### src/rtl/wb_arb_pkg.sv
// Shared types for the WB / MDU register-file write arbiter.
// Holds the data width, buffer-entry layout and grant-source encoding.
package wb_arb_pkg;

    localparam int XLEN       = 32;
    localparam int REG_ADDR_W = 5;

    typedef struct packed {
        logic                  valid;
        logic [REG_ADDR_W-1:0] rd;
        logic [XLEN-1:0]       data;
    } buf_entry_t;

    typedef enum logic [1:0] {
        GNT_NONE,
        GNT_PIPE,
        GNT_BUF,
        GNT_BYPASS
    } gnt_src_e;

endpackage

### src/rtl/wb_arb_fifo.sv
// Holding FIFO for MDU results awaiting a free register-file write slot.
// A kill port clears the valid bit of every entry whose rd matches.
module wb_arb_fifo
    import wb_arb_pkg::*;
#(
    parameter  int DEPTH = 2,
    localparam int AW    = $clog2(DEPTH),
    localparam int CW    = AW + 1
) (
    input  logic                  clk_i,
    input  logic                  rst_i,
    input  logic                  push_i,
    input  logic [REG_ADDR_W-1:0] push_rd_i,
    input  logic [XLEN-1:0]       push_data_i,
    input  logic                  pop_i,
    input  logic                  kill_en_i,
    input  logic [REG_ADDR_W-1:0] kill_rd_i,
    output buf_entry_t            head_o,
    output logic [CW-1:0]         count_o
);

    buf_entry_t    mem_q [DEPTH];
    logic [AW-1:0] wr_ptr_q;
    logic [AW-1:0] rd_ptr_q;
    logic [CW-1:0] count_q;
    logic [CW-1:0] count_d;

    always_comb begin
        count_d = count_q;
        unique case ({push_i, pop_i})
            2'b10:   count_d = count_q + CW'(1);
            2'b01:   count_d = count_q - CW'(1);
            default: count_d = count_q;
        endcase
    end

    // Kill runs before push so a slot refilled this cycle keeps its new entry.
    always_ff @(posedge clk_i) begin
        if (rst_i) begin
            wr_ptr_q <= '0;
            rd_ptr_q <= '0;
            count_q  <= '0;
            for (int i = 0; i < DEPTH; i++) begin
                mem_q[i].valid <= 1'b0;
            end
        end else begin
            for (int i = 0; i < DEPTH; i++) begin
                if (kill_en_i && mem_q[i].rd == kill_rd_i) begin
                    mem_q[i].valid <= 1'b0;
                end
            end
            if (push_i) begin
                mem_q[wr_ptr_q] <= '{valid: 1'b1,
                                     rd:    push_rd_i,
                                     data:  push_data_i};
                wr_ptr_q        <= wr_ptr_q + AW'(1);
            end
            if (pop_i) begin
                rd_ptr_q <= rd_ptr_q + AW'(1);
            end
            count_q <= count_d;
        end
    end

    assign head_o  = mem_q[rd_ptr_q];
    assign count_o = count_q;

endmodule

### src/rtl/wb_write_arbiter.sv
// Register-file write-port arbiter between the WB stage and the MDU.
// Optional WB_ARB_STATS_EN adds saturating conflict/stall counters.
module wb_write_arbiter
    import wb_arb_pkg::*;
#(
    parameter  int XLEN         = wb_arb_pkg::XLEN,
    parameter  int DEPTH        = 2,
    parameter  int STARVE_LIMIT = 4,
    localparam int CW           = $clog2(DEPTH) + 1,
    localparam int SW           = $clog2(STARVE_LIMIT + 1)
) (
    input  logic                  CLK,
    input  logic                  RST,
    input  logic                  WB_WRITE_ENABLE,
    input  logic [REG_ADDR_W-1:0] WB_RD,
    input  logic [XLEN-1:0]       WB_WRITE_DATA,
    input  logic                  MDU_VALID,
    input  logic [REG_ADDR_W-1:0] MDU_RD,
    input  logic [XLEN-1:0]       MDU_RESULT,
    output logic                  MDU_READY,
    output logic                  RF_WRITE_ENABLE,
    output logic [REG_ADDR_W-1:0] RF_RD,
    output logic [XLEN-1:0]       RF_WRITE_DATA,
    output logic                  PIPE_STALL,
    output logic [CW-1:0]         BUF_COUNT
`ifdef WB_ARB_STATS_EN
    ,
    output logic [15:0]           CONFLICT_COUNT,
    output logic [15:0]           STALL_COUNT
`endif
);

    logic                  pipe_req;
    logic                  buf_empty;
    logic                  mdu_acc;
    logic                  head_gnt;
    logic                  push;
    logic                  kill_en;
    gnt_src_e              gnt;
    buf_entry_t            head;
    logic [CW-1:0]         buf_cnt;

    logic                  we_d,     we_q;
    logic [REG_ADDR_W-1:0] rd_d,     rd_q;
    logic [XLEN-1:0]       data_d,   data_q;
    logic                  stall_d,  stall_q;
    logic [SW-1:0]         starve_d, starve_q;

    assign pipe_req  = WB_WRITE_ENABLE && (WB_RD != '0);
    assign buf_empty = (buf_cnt == '0);
    assign MDU_READY = !RST && (buf_cnt < CW'(DEPTH));
    assign mdu_acc   = MDU_VALID && MDU_READY;

    // During a stall the WB inputs are a replay, so they must not win.
    always_comb begin
        gnt = GNT_NONE;
        if (stall_q && !buf_empty) begin
            gnt = GNT_BUF;
        end else if (!stall_q && pipe_req) begin
            gnt = GNT_PIPE;
        end else if (!buf_empty) begin
            gnt = GNT_BUF;
        end else if (mdu_acc) begin
            gnt = GNT_BYPASS;
        end
    end

    always_comb begin
        we_d   = 1'b0;
        rd_d   = rd_q;
        data_d = data_q;
        unique case (gnt)
            GNT_PIPE: begin
                we_d   = 1'b1;
                rd_d   = WB_RD;
                data_d = WB_WRITE_DATA;
            end
            GNT_BUF: begin
                we_d = head.valid;
                if (head.valid) begin
                    rd_d   = head.rd;
                    data_d = head.data;
                end
            end
            GNT_BYPASS: begin
                we_d = (MDU_RD != '0);
                if (MDU_RD != '0) begin
                    rd_d   = MDU_RD;
                    data_d = MDU_RESULT;
                end
            end
            GNT_NONE: we_d = 1'b0;
        endcase
    end

    assign head_gnt = (gnt == GNT_BUF);
    assign kill_en  = (gnt == GNT_PIPE);

    // A same-cycle MDU result for the pipeline's rd is older: drop it.
    assign push = mdu_acc
               && (gnt != GNT_BYPASS)
               && (MDU_RD != '0)
               && !(kill_en && MDU_RD == WB_RD);

    always_comb begin
        starve_d = starve_q;
        stall_d  = 1'b0;
        if (head_gnt) begin
            starve_d = '0;
        end else if (!buf_empty) begin
            if (starve_q != SW'(STARVE_LIMIT)) begin
                starve_d = starve_q + SW'(1);
            end
            stall_d = (starve_q == SW'(STARVE_LIMIT - 1));
        end
    end

    wb_arb_fifo #(
        .DEPTH(DEPTH)
    ) u_fifo (
        .clk_i      (CLK),
        .rst_i      (RST),
        .push_i     (push),
        .push_rd_i  (MDU_RD),
        .push_data_i(MDU_RESULT),
        .pop_i      (head_gnt),
        .kill_en_i  (kill_en),
        .kill_rd_i  (WB_RD),
        .head_o     (head),
        .count_o    (buf_cnt)
    );

    always_ff @(posedge CLK) begin
        if (RST) begin
            we_q     <= 1'b0;
            rd_q     <= '0;
            data_q   <= '0;
            stall_q  <= 1'b0;
            starve_q <= '0;
        end else begin
            we_q     <= we_d;
            rd_q     <= rd_d;
            data_q   <= data_d;
            stall_q  <= stall_d;
            starve_q <= starve_d;
        end
    end

    assign RF_WRITE_ENABLE = we_q;
    assign RF_RD           = rd_q;
    assign RF_WRITE_DATA   = data_q;
    assign PIPE_STALL      = stall_q;
    assign BUF_COUNT       = buf_cnt;

`ifdef WB_ARB_STATS_EN
    logic [15:0] conf_q;
    logic [15:0] stall_cnt_q;

    always_ff @(posedge CLK) begin
        if (RST) begin
            conf_q      <= '0;
            stall_cnt_q <= '0;
        end else begin
            if (pipe_req && !buf_empty && conf_q != 16'hFFFF) begin
                conf_q <= conf_q + 16'd1;
            end
            if (stall_q && stall_cnt_q != 16'hFFFF) begin
                stall_cnt_q <= stall_cnt_q + 16'd1;
            end
        end
    end

    assign CONFLICT_COUNT = conf_q;
    assign STALL_COUNT    = stall_cnt_q;
`endif

endmodule

### config.mk
export PLATFORM = sky130hd
export DESIGN_NAME = wb_write_arbiter
export DESIGN_NICKNAME = d
export VERILOG_FILES = /design/src/rtl/wb_arb_pkg.sv /design/src/rtl/wb_arb_fifo.sv /design/src/rtl/wb_write_arbiter.sv
export SDC_FILE = /design/constraint.sdc
export NUM_CORES = 1
export LEC_CHECK = 0
export CAP_MARGIN = 20
export CORE_ASPECT_RATIO = 2
export CORE_MARGIN = 2
export CORE_UTILIZATION = 55
export CTS_CLUSTER_SIZE = 40
export DETAILED_ROUTE_END_ITERATION = 12
export HOLD_SLACK_MARGIN = 0.03
export PLACE_DENSITY = 0.95
export SLEW_MARGIN = 20
export SYNTH_ARGS = -nofsm -noshare
export SYNTH_HDL_FRONTEND = slang
export SYNTH_SLANG_ARGS = --single-unit
### constraint.sdc
create_clock -name CLK -period 6.1 [get_ports CLK]
set_clock_uncertainty 0.05 [all_clocks]
set_input_delay 0.61 -clock CLK [delete_from_list [all_inputs] [get_ports CLK]]
set_output_delay 0.61 -clock CLK [all_outputs]
set_load 0.02 [all_outputs]
==> flow_summary_export.csv, run 1 <==
group,metric,value,unit
floorplanning,fp.dieW,75.7,um
global_routing,track_usage,29.0,%
synth,synth_top_family_by_area,"multiplexers",
drt,dr.pass1.iters,5,
final_layout,layout-drive-gt1-share,16.7,%
worst_setup_path,cp-start-kind,"input port",
worst_setup_path,path_max_fanout,45,
synth,synth_compound_area_share,8.58,%
synth,synth.avg_cell_area,12.2,sq um
clock_network,clock_path_buffers,2,
clock_network,clock_latency,0.42,ns
global_routing,grt_pass1_vias,4644,
clock_network,htreeDepth,4,
clock_network,cts_resized,0,
final_layout,stdcell_area,7480,sq um
clock_network,cts_tree,"done",
drt,vias_per_cell,6.10,
drt,vias,4365,
final_layout,syn2layout_area_growth,32.3,%
outcome,status,"completed",
sta,final_hold_viol_count,0,
synth,synthXorXnorAreaFrac,2.79,%
synth,synth_nets,545,
drt,drc,0,
worst_setup_path,crit_arrival,3.58,ns
clock_network,cts_setup_buffers,0,
final_layout,nFillCells,601,
place,io_buffers,119,
synth,yosys.area_share.simple,12.5,%
clock_network,hold_buffers,0,
synth,synth_edf_count,74,
sta,setup-tns-final,0,ns
global_routing,antenna_found_initial,1,
synth,ys_ff_latch,123,
worst_setup_path,criticalPathCategory,"input port to flop",
power,design_power_total,2810,uW
place,place_area,6830,sq um
final_layout,fin_nets,649,
drt,drt-total-wl,15600,um
synth,yosys-mux-area-fraction,14.3,%
sta,drv_slew,0,
clock_network,root_buffer,"clkbuf_16",
clock_network,numClockSinks,123,
synth,syn_inst,463,
synth,synthesis.area,5660,sq um
place,gp_congestion,0.923,
min_path,holdCritPathClass,"flop to flop",
power,peakVddDrop,0.266,mV
sta,grt_setup_unrepaired,"false",
global_routing,grt_max_degree,56,
final_layout,final_cells,716,
synth,ys_types,39,
drt,drt_iter0_markers,442,
floorplanning,dieArea,11200,sq um
drt,wl_per_cell,21.8,um
synth,seq_area_frac_synth,56.6,%
floorplanning,row_count,52,
clock_network,cts.clk_slew.worst_paths,0.06,ns
sta,setup_viol,0,
synth,synthAdderAreaFrac,0.885,%
sta,timing.fmax,304,MHz
power,leakagePower,0.00275,uW
floorplanning,die_y,147,um
floorplanning,start_util,56.1,%
global_routing,overflow,0,
global_routing,grt_pass1_wl,23500,um
worst_setup_path,crit_required,6.39,ns
power,power_density,376,nW/um^2
sta,slew_headroom,31.0,%
floorplanning,num_io_pins,120,
sta,finalCritPeriodShare,53.9,%
drt,ant_nets,0,
clock_network,numCtsBuffers,17,
job,maxCapViolCount,0,
min_path,min_from,"RF_WRITE_DATA[1]",
synth,ys_async_sr_fraction,0,%
place,placed_cells,681,
sta,period_needed,3.29,ns
place,dp_hpwl,9040,um
worst_setup_path,startpoint,"WB_RD[4]",
floorplanning,core,10100,sq um
worst_setup_path,endpoint_kind,"flop",
synth,yosys_warnings,0,
synth,synth_ff_type,"edfxtp_1",
sta,worst_pin_slew,1.03,ns
-- state kept, by name (all words and copies together) (netlist names), named ones only --
register / flops
PIPE_STALL: 1
RF_RD: 5
RF_WRITE_DATA: 32
RF_WRITE_ENABLE: 1
starve_q: 3
u_fifo.count_o: 2
u_fifo.mem_q: 76
u_fifo.rd_ptr_q: 1
u_fifo.wr_ptr_q: 1
-- cells in the final DEF, fill, tap and decap left out, drive strengths merged --
| cell type | n |
|---|---|
| or4b | 1 |
| and3 | 1 |
| nand3 | 1 |
| a21o | 2 |
| a211oi | 37 |
| xor2 | 10 |
| nand2b | 2 |
| a2111oi | 1 |
| nor2 | 48 |
| xnor2 | 8 |
| o211ai | 1 |
| nand4 | 3 |
| nor2b | 1 |
| clkbuf | 22 |
| nand3b | 3 |
| inv | 5 |
| mux2i | 38 |
| or3 | 1 |
| o21a | 1 |
| a21oi | 3 |
| nand2 | 2 |
| o22ai | 1 |
| edfxtp | 74 |
| mux2 | 38 |
| ha | 4 |
| o21ai | 5 |
| nor3 | 78 |
| or2 | 1 |
| o32ai | 2 |
| diode | 1 |
| a31oi | 1 |
| bufinv | 4 |
| dfxtp | 49 |
| clkdlybuf4s50 | 118 |
| nor4 | 1 |
| buf | 6 |
| clkinv | 6 |
| nor3b | 1 |
-- kinds of logic after synthesis --
kind of cell               Yosys count
AOI/OAI and AO/OA                   54
buffers and inverters               44
adders and majority gates            4
DFF                                123
xor gates and xnor gates            18
and+or+nand+nor                    144
muxes                               76
-- layer usage --
| metal | global-route usage, % | wire, um |
|---|---|---|
| met5 | 0 | 0 |
| met4 | 17.7 | 701 |
| met3 | 7.70 | 944 |
| met2 | 49.0 | 8490 |
| met1 | 30.9 | 5500 |
-- worst max-delay path: stages --
cell	delay [ns]
clkdlybuf4s50_1	0.62
nor3_2	0.37
a21oi_4	0.09
buf_4	0.29
o211ai_1	0.69
ha_1	0.39
or3_1	0.36
a21oi_1	0.15
-- final timing paths --
kind                       endpoint  slack [ns]  cells past startpoint
setup / recovery  u_fifo.count_o[1]        2.81                      8
hold / removal     RF_WRITE_DATA[1]        0.44                      2
hold reg to reg    RF_WRITE_DATA[1]        0.44                      2
setup reg to reg  RF_WRITE_DATA[16]        3.19                      5
-- cell type report --
| class | count | area [sq um] | share of cell area [%] |
|---|---|---|---|
| Timing Repair Buffer | 124 | 1260 | 16.8 |
| Inverter | 5 | 18.8 | 0.251 |
| Sequential cell | 123 | 3200 | 42.8 |
| Clock buffer | 22 | 454 | 6.07 |
| Multi-Input combinational cell | 296 | 2230 | 29.8 |
| Antenna cell | 1 | 2.50 | 0.0335 |
| Clock inverter | 10 | 146 | 1.96 |
| Tap cell | 135 | 169 | 2.26 |
-- cell usage after synthesis (all sizes together) (2+ instances only) --
cell type	instances	area (sq um)
buf	21	155
dfxtp	49	981
nor2	48	180
o32ai	2	17.5
nor3	78	395
nand2b	2	12.5
xnor2	8	70.1
nand3b	3	22.5
a21oi	3	18.8
o21ai	5	25.0
a21o	2	15.0
mux2	38	428
a211oi	37	373
clkbuf	18	72.6
mux2i	38	380
edfxtp	74	2220
ha	4	50.1
nand2	2	7.51
inv	5	18.8
nand4	3	18.8
xor2	10	87.6
-- through the flow --
stage | hold WS, ns | setup WS [ns] | util, %
3_5_place_dp | 0.433 | 2.31 | 67.7
3_3_place_gp | 0.421 | 2.38 | 67.7
4_1_cts | 0.444 | 2.62 | 73.7
2_1_floorplan | 0.397 | 2.61 | -
6_report | 0.438 | 2.81 | 74.2
5_1_grt | 0.464 | 2.70 | 74.2
-- where the power goes --
group          internal [uW]  leakage (uW)  switching, uW
Clock                    687      0.000294            353
Sequential               968       0.00108           78.7
Combinational            334       0.00137            393
Note: power is estimated with default switching activity, not from simulation.
==> run 2: changes to the inputs <==
--- a/config.mk
+++ b/config.mk
@@ -8,11 +8,11 @@
 export CAP_MARGIN = 20
 export CORE_ASPECT_RATIO = 2
 export CORE_MARGIN = 2
-export CORE_UTILIZATION = 55
+export CORE_UTILIZATION = 46
 export CTS_CLUSTER_SIZE = 40
 export DETAILED_ROUTE_END_ITERATION = 12
 export HOLD_SLACK_MARGIN = 0.03
-export PLACE_DENSITY = 0.95
+export PLACE_DENSITY = 0.88
 export SLEW_MARGIN = 20
 export SYNTH_ARGS = -nofsm -noshare
 export SYNTH_HDL_FRONTEND = slang
==> constraint.sdc (replaced) <==
create_clock -name CLK -period 2.96 [get_ports CLK]
set_clock_uncertainty 0.05 [all_clocks]
set_input_delay 0.296 -clock CLK [delete_from_list [all_inputs] [get_ports CLK]]
set_output_delay 0.296 -clock CLK [all_outputs]
set_load 0.02 [all_outputs]
==> run 2 against run 1 <==
  * Clock power is 86% higher
  * Combinational power grew 110%
  * Sequential cell count stayed put
  * Design area up 0.45%
  * Register-to-register slack worse by 2.4 ns
  * Final cell count is 3.1% higher
  * Global-route usage fell by 6.6 points
  * Critical path depth shrank 1
  * Non-clock buffer count is 11 higher
  * Worst setup slack lost 2.1 ns
  * Die area rose by 19%
  * Largest power group unchanged
==> flow_summary_export.csv, run 2 (synthesis gave the netlist of run 1 again) <==
group,metric,value,unit
outcome,status,"completed",
worst_setup_path,crit_required,3.18,ns
place,io_buffers,119,
drt,drt_iter0_markers,230,
final_layout,stdcell_area,7510,sq um
floorplanning,row_count,57,
power,design_power_total,5570,uW
sta,timing.fmax,436,MHz
clock_network,numClockSinks,123,
clock_network,cts_resized,0,
drt,drc,0,
power,swShare,29.5,%
final_layout,antenna_cells,0,
clock_network,hold_buffers,0,
place,place_area,6950,sq um
power,clkPwrFrac,34.7,%
final_layout,final_common_cell,"clkdlybuf4s50_1",
clock_network,clock_path_buffers,2,
clock_network,clock_latency,0.40,ns
power,leakagePower,0.00277,uW
power,combPwrFrac,27.7,%
sta,drv_slew,0,
floorplanning,num_io_pins,120,
final_layout,largest_register_ffs,76,
sta,setup_viol,0,
power,p_sw,1640,uW
worst_setup_path,endpoint_kind,"flop",
worst_setup_path,criticalPathCategory,"input port to flop",
final_layout,multi_input_area,2230,sq um
drt,wl_per_cell,19.2,um
drt,vias,4167,
place,gp_congestion,0.812,
sta,final_hold_viol_count,0,
final_layout,seq_area,3200,sq um
final_layout,top_register,"u_fifo.mem_q",
power,power_density,742,nW/um^2
floorplanning,fp.dieW,82.4,um
drt,drt-total-wl,14200,um
sta,setup-tns-final,0,ns
floorplanning,core,12100,sq um
drt,vias_per_cell,5.65,
worst_setup_path,crit_arrival,2.51,ns
place,dp_hpwl,9830,um
global_routing,grt_pass1_vias,4585,
global_routing,antenna_found_initial,0,
worst_setup_path,cp-start-kind,"input port",
final_layout,nFillCells,911,
sta,worst_pin_slew,0.579,ns
drt,ant_nets,0,
final_layout,layout-drive-gt1-share,18.4,%
clock_network,cts_tree,"done",
final_layout,most-common-layout-cells,"clkdlybuf4s50_1, nor3_1, edfxtp_1, dfxtp_1, nor2_1",
clock_network,root_buffer,"clkbuf_16",
final_layout,syn2layout_area_growth,32.9,%
drt,dr.pass1.iters,5,
job,maxCapViolCount,0,
floorplanning,die_y,161,um
clock_network,numCtsBuffers,17,
power,peakVddDrop,0.496,mV
sta,slew_headroom,61.4,%
floorplanning,dieArea,13300,sq um
sta,period_needed,2.29,ns
global_routing,grt_pass1_wl,22200,um
min_path,holdCritPathClass,"input port to flop",
floorplanning,start_util,46.9,%
power,internal-power,3930,uW
sta,finalCritPeriodShare,77.5,%
clock_network,htreeDepth,4,
power,power_frac_seq,37.6,%
clock_network,cts_setup_buffers,0,
global_routing,track_usage,22.4,%
sta,grt_setup_unrepaired,"false",
sta,whs,0.170,ns
global_routing,grt_max_degree,45,
global_routing,overflow,0,
clock_network,cts.clk_slew.worst_paths,0.05,ns
worst_setup_path,path_max_fanout,22,
final_layout,fin_nets,660,
==> run 2: changes by cell type in the layout (fill, tap and decap cells not counted), sizes merged <==
cell      before  now
clkinvlp       0    2
inv            5    6
clkbuf        22   19
diode          1    0
clkinv         6    8
bufinv         4    2
buf            6   17
==> run 2: power by group through the flow <==
stage                     registers, uW  clock network [uW]  logic (uW)
after floorplan                    2220                   0         911
after global placement             2120                   0        1490
after detailed placement           2130                   0        1540
after CTS                          2090                1970        1550
after global routing               2110                2040        1660
final                              2090                1930        1540
==> run 2: final cells by class <==
class | instances | area share, %
clock buffer | 19 | 5.76
tap | 147 | 2.45
timing repair buffer | 135 | 17.6
multi-input combinational | 296 | 29.7
inverter | 5 | 0.250
clock inverter | 13 | 1.68
sequential | 123 | 42.6
==> run 2: path summary, 6_finish.rpt <==
check / start / to / slack (ns) / cells past startpoint
setup / recovery: WB_RD[1] / RF_WRITE_DATA[27] / 0.67 / 7
hold reg to reg: RF_WRITE_DATA[0] / RF_WRITE_DATA[0] / 0.44 / 2
setup reg to reg: u_fifo.count_o[1] / RF_WRITE_DATA[8] / 0.84 / 6
hold / removal: RST / u_fifo.count_o[0] / 0.17 / 2
==> run 2: layer usage <==
| metal | track usage [%] | vias up | share of wire [%] |
|---|---|---|---|
| met4 | 11.6 | 0 | 2.6 |
| li1 | - | 1958 | - |
| met5 | 0 | - | 0 |
| met1 | 21.5 | 2017 | 34 |
| met3 | 4.78 | 28 | 5.4 |
| met2 | 42.0 | 164 | 58 |
==> run 2: worst max-delay path: stages <==
cell and delay, ns:
clkdlybuf4s50_1 0.57, nor3_2 0.35, a21oi_4 0.12, or2_2 0.54, buf_4 0.29, a211oi_2 0.26
nor3_1 0.08
==> run 2: per-stage QoR <==
stage               worst slack (ns)  std cells  utilization [%]
detailed placement             0.289        706             57.7
finish                         0.666        738             62.3
global route                   0.559        738             62.3
global placement               0.347        706             57.7
CTS                            0.707        738             62.3
floorplan                     -0.214        463                -
==> run 3: changes to the inputs <==
--- a/config.mk
+++ b/config.mk
@@ -8,11 +8,11 @@
 export CAP_MARGIN = 20
 export CORE_ASPECT_RATIO = 2
 export CORE_MARGIN = 2
-export CORE_UTILIZATION = 46
+export CORE_UTILIZATION = 51
 export CTS_CLUSTER_SIZE = 40
 export DETAILED_ROUTE_END_ITERATION = 12
 export HOLD_SLACK_MARGIN = 0.03
-export PLACE_DENSITY = 0.88
+export PLACE_DENSITY = 0.92
 export SLEW_MARGIN = 20
 export SYNTH_ARGS = -nofsm -noshare
 export SYNTH_HDL_FRONTEND = slang
==> constraint.sdc (replaced) <==
create_clock -name CLK -period 2.3 [get_ports CLK]
set_clock_uncertainty 0.05 [all_clocks]
set_input_delay 0.23 -clock CLK [delete_from_list [all_inputs] [get_ports CLK]]
set_output_delay 0.23 -clock CLK [all_outputs]
set_load 0.02 [all_outputs]
==> run 3 against run 2 <==
  * Utilization increased by 8.6 points
  * Critical endpoint is now RF_WRITE_DATA[3]
  * Sequential share of layout area decreased by 1.1 points
  * Sequential power increased by 28%
  * Wire length increased by 4.0%
  * Highest routed layer unchanged
  * Worst setup slack got worse by 0.51 ns
  * Critical path depth decreased by 2
  * Clock-buffer cell count decreased by 1
==> flow_summary_export.csv, run 3 (synthesis gave the netlist of run 1 again) <==
group,metric,value,unit
outcome,status,"completed",
min_path,min_from,"RST",
drt,dr.pass1.iters,5,
power,swShare,30.5,%
power,leakagePower,0.00288,uW
floorplanning,core,10900,sq um
min_path,holdCritPathClass,"input port to flop",
min_path,hold_path_end,"u_fifo.mem_q[1][37]",
power,p_sw,2220,uW
final_layout,nFillCells,710,
power,power_density,946,nW/um^2
floorplanning,die_y,153,um
job,maxCapViolCount,0,
sta,setup_ws,0.153,ns
power,clkPwrFrac,34.2,%
worst_setup_path,crit_required,2.54,ns
floorplanning,row_count,54,
clock_network,clock_latency,0.41,ns
final_layout,layout-drive-gt1-share,21.5,%
place,io_buffers,119,
global_routing,track_usage,25.8,%
drt,wl_per_cell,19.8,um
power,power_frac_seq,36.8,%
clock_network,numClockSinks,123,
global_routing,overflow,0,
global_routing,grt_pass1_wl,23400,um
final_layout,most-common-layout-cells,"clkdlybuf4s50_1, nor3_1, edfxtp_1, dfxtp_1, nor2_1",
drt,drt_iter0_markers,296,
worst_setup_path,rr_endpoint,"RF_WRITE_DATA[3]",
final_layout,largest_register_ffs,76,
worst_setup_path,rr_worst_depth,5,
clock_network,hold_buffers,0,
drt,ant_nets,0,
clock_network,cts_tree,"done",
final_layout,multi_input_area,2230,sq um
worst_setup_path,r2r_start,"u_fifo.count_o[1]",
clock_network,cts_setup_buffers,0,
sta,drv_slew,0,
worst_setup_path,criticalPathCategory,"flop to flop",
power,peakVddDrop,0.880,mV
floorplanning,dieArea,12000,sq um
power,internal-power,5080,uW
clock_network,cts.clk_slew.worst_paths,0.06,ns
drt,vias,4320,
floorplanning,start_util,52.0,%
drt,drt-total-wl,14800,um
place,preCtsSetupSlack,-0.154,ns
final_layout,syn2layout_area_growth,36.5,%
place,dp_hpwl,9930,um
global_routing,antenna_found_initial,0,
global_routing,grt_pass1_vias,4735,
worst_setup_path,path_max_fanout,38,
drt,drc,0,
clock_network,numCtsBuffers,17,
floorplanning,num_io_pins,120,
global_routing,grt_max_degree,39,
clock_network,root_buffer,"clkbuf_16",
sta,setup_viol,0,
power,combPwrFrac,29.1,%
sta,worst_pin_slew,0.600,ns
final_layout,fin_nets,675,
sta,slew_headroom,60.0,%
final_layout,post-route-util,71.0,%
sta,whs,0.168,ns
sta,grt_setup_unrepaired,"false",
final_layout,final_common_cell,"clkdlybuf4s50_1",
worst_setup_path,crit_arrival,2.39,ns
worst_setup_path,r2r_slack,0.15,ns
place,place_area,7160,sq um
clock_network,htreeDepth,4,
final_layout,seq_area,3200,sq um
sta,finalCritPeriodShare,93.3,%
sta,timing.fmax,466,MHz
final_layout,top_register,"u_fifo.mem_q",
worst_setup_path,cp-start-kind,"flop",
drt,vias_per_cell,5.79,
final_layout,stdcell_area,7720,sq um
sta,final_hold_viol_count,0,
sta,period_needed,2.15,ns
worst_setup_path,endpoint_kind,"flop",
floorplanning,fp.dieW,78.5,um
clock_network,clock_path_buffers,2,
final_layout,antenna_cells,0,
place,gp_congestion,0.812,
min_path,min_path_cells,3,
clock_network,cts_resized,0,
==> run 3: cell types whose count changed in the layout (fill, tap and decap cells not counted) <==
cell,previous run,this run
clkinv_1,4,0
clkbuf_8,0,1
clkinvlp_4,2,4
buf_12,1,9
bufinv_16,2,1
buf_4,15,22
clkinv_4,2,4
clkbuf_1,2,0
clkinv_2,2,4
==> run 3: per-stage QoR <==
| stage | instances | power [uW] | TNS, ns |
|---|---|---|---|
| 2_1_floorplan | 463 | 4030 | -19.67 |
| 5_1_grt | 746 | 7590 | 0 |
| 3_5_place_dp | 714 | 4820 | -4.05 |
| 6_report | 746 | 7300 | 0 |
| 4_1_cts | 746 | 7330 | 0 |
| 3_3_place_gp | 714 | 4730 | -0.0197 |
==> run 3: final cells by class <==
class                   instances  area share [%]
inverters                       5           0.243
well taps                     140            2.27
flip-flops and latches        123            41.5
repair buffers                150            19.8
clock inverters                14            1.60
multi-input cells             296            28.9
clock buffers                  18            5.69
==> run 3: metal layers <==
metal  track usage (%)  part of all wire, %
met5                 0                    0
met4              14.0                  3.5
met3              5.37                  4.3
met2              47.4                   57
met1              26.7                   35
==> run 3: power by group through the flow <==
stage / logic, uW / clock network, uW / registers (uW)
floorplan: 1170 / 0 / 2860
global placement: 2030 / 0 / 2700
detailed placement: 2100 / 0 / 2720
CTS: 2120 / 2530 / 2680
global route: 2270 / 2620 / 2700
finish: 2120 / 2490 / 2680
==> run 3: worst max path at each step <==
stage / end / slack (ns) / cells past startpoint / from
floorplan: u_fifo.mem_q[1][0] / -0.28 / 3 / u_fifo.count_o[1]
global placement: u_fifo.count_o[1] / -0.02 / 7 / MDU_RD[1]
detailed placement: RF_WRITE_DATA[9] / -0.15 / 6 / MDU_RD[1]
CTS: RF_WRITE_DATA[3] / 0.16 / 5 / u_fifo.count_o[1]
global route: RF_WRITE_DATA[4] / 0.08 / 5 / u_fifo.count_o[1]
finish: RF_WRITE_DATA[3] / 0.15 / 5 / u_fifo.count_o[1]
==> run 3: worst max-delay path, stage by stage, from the launching register on <==
cell and delay, ns:
dfxtp_1 0.38, or4b_4 0.62, a21o_1 0.21, and3_4 0.36, a211oi_1 0.30, nor3_1 0.09
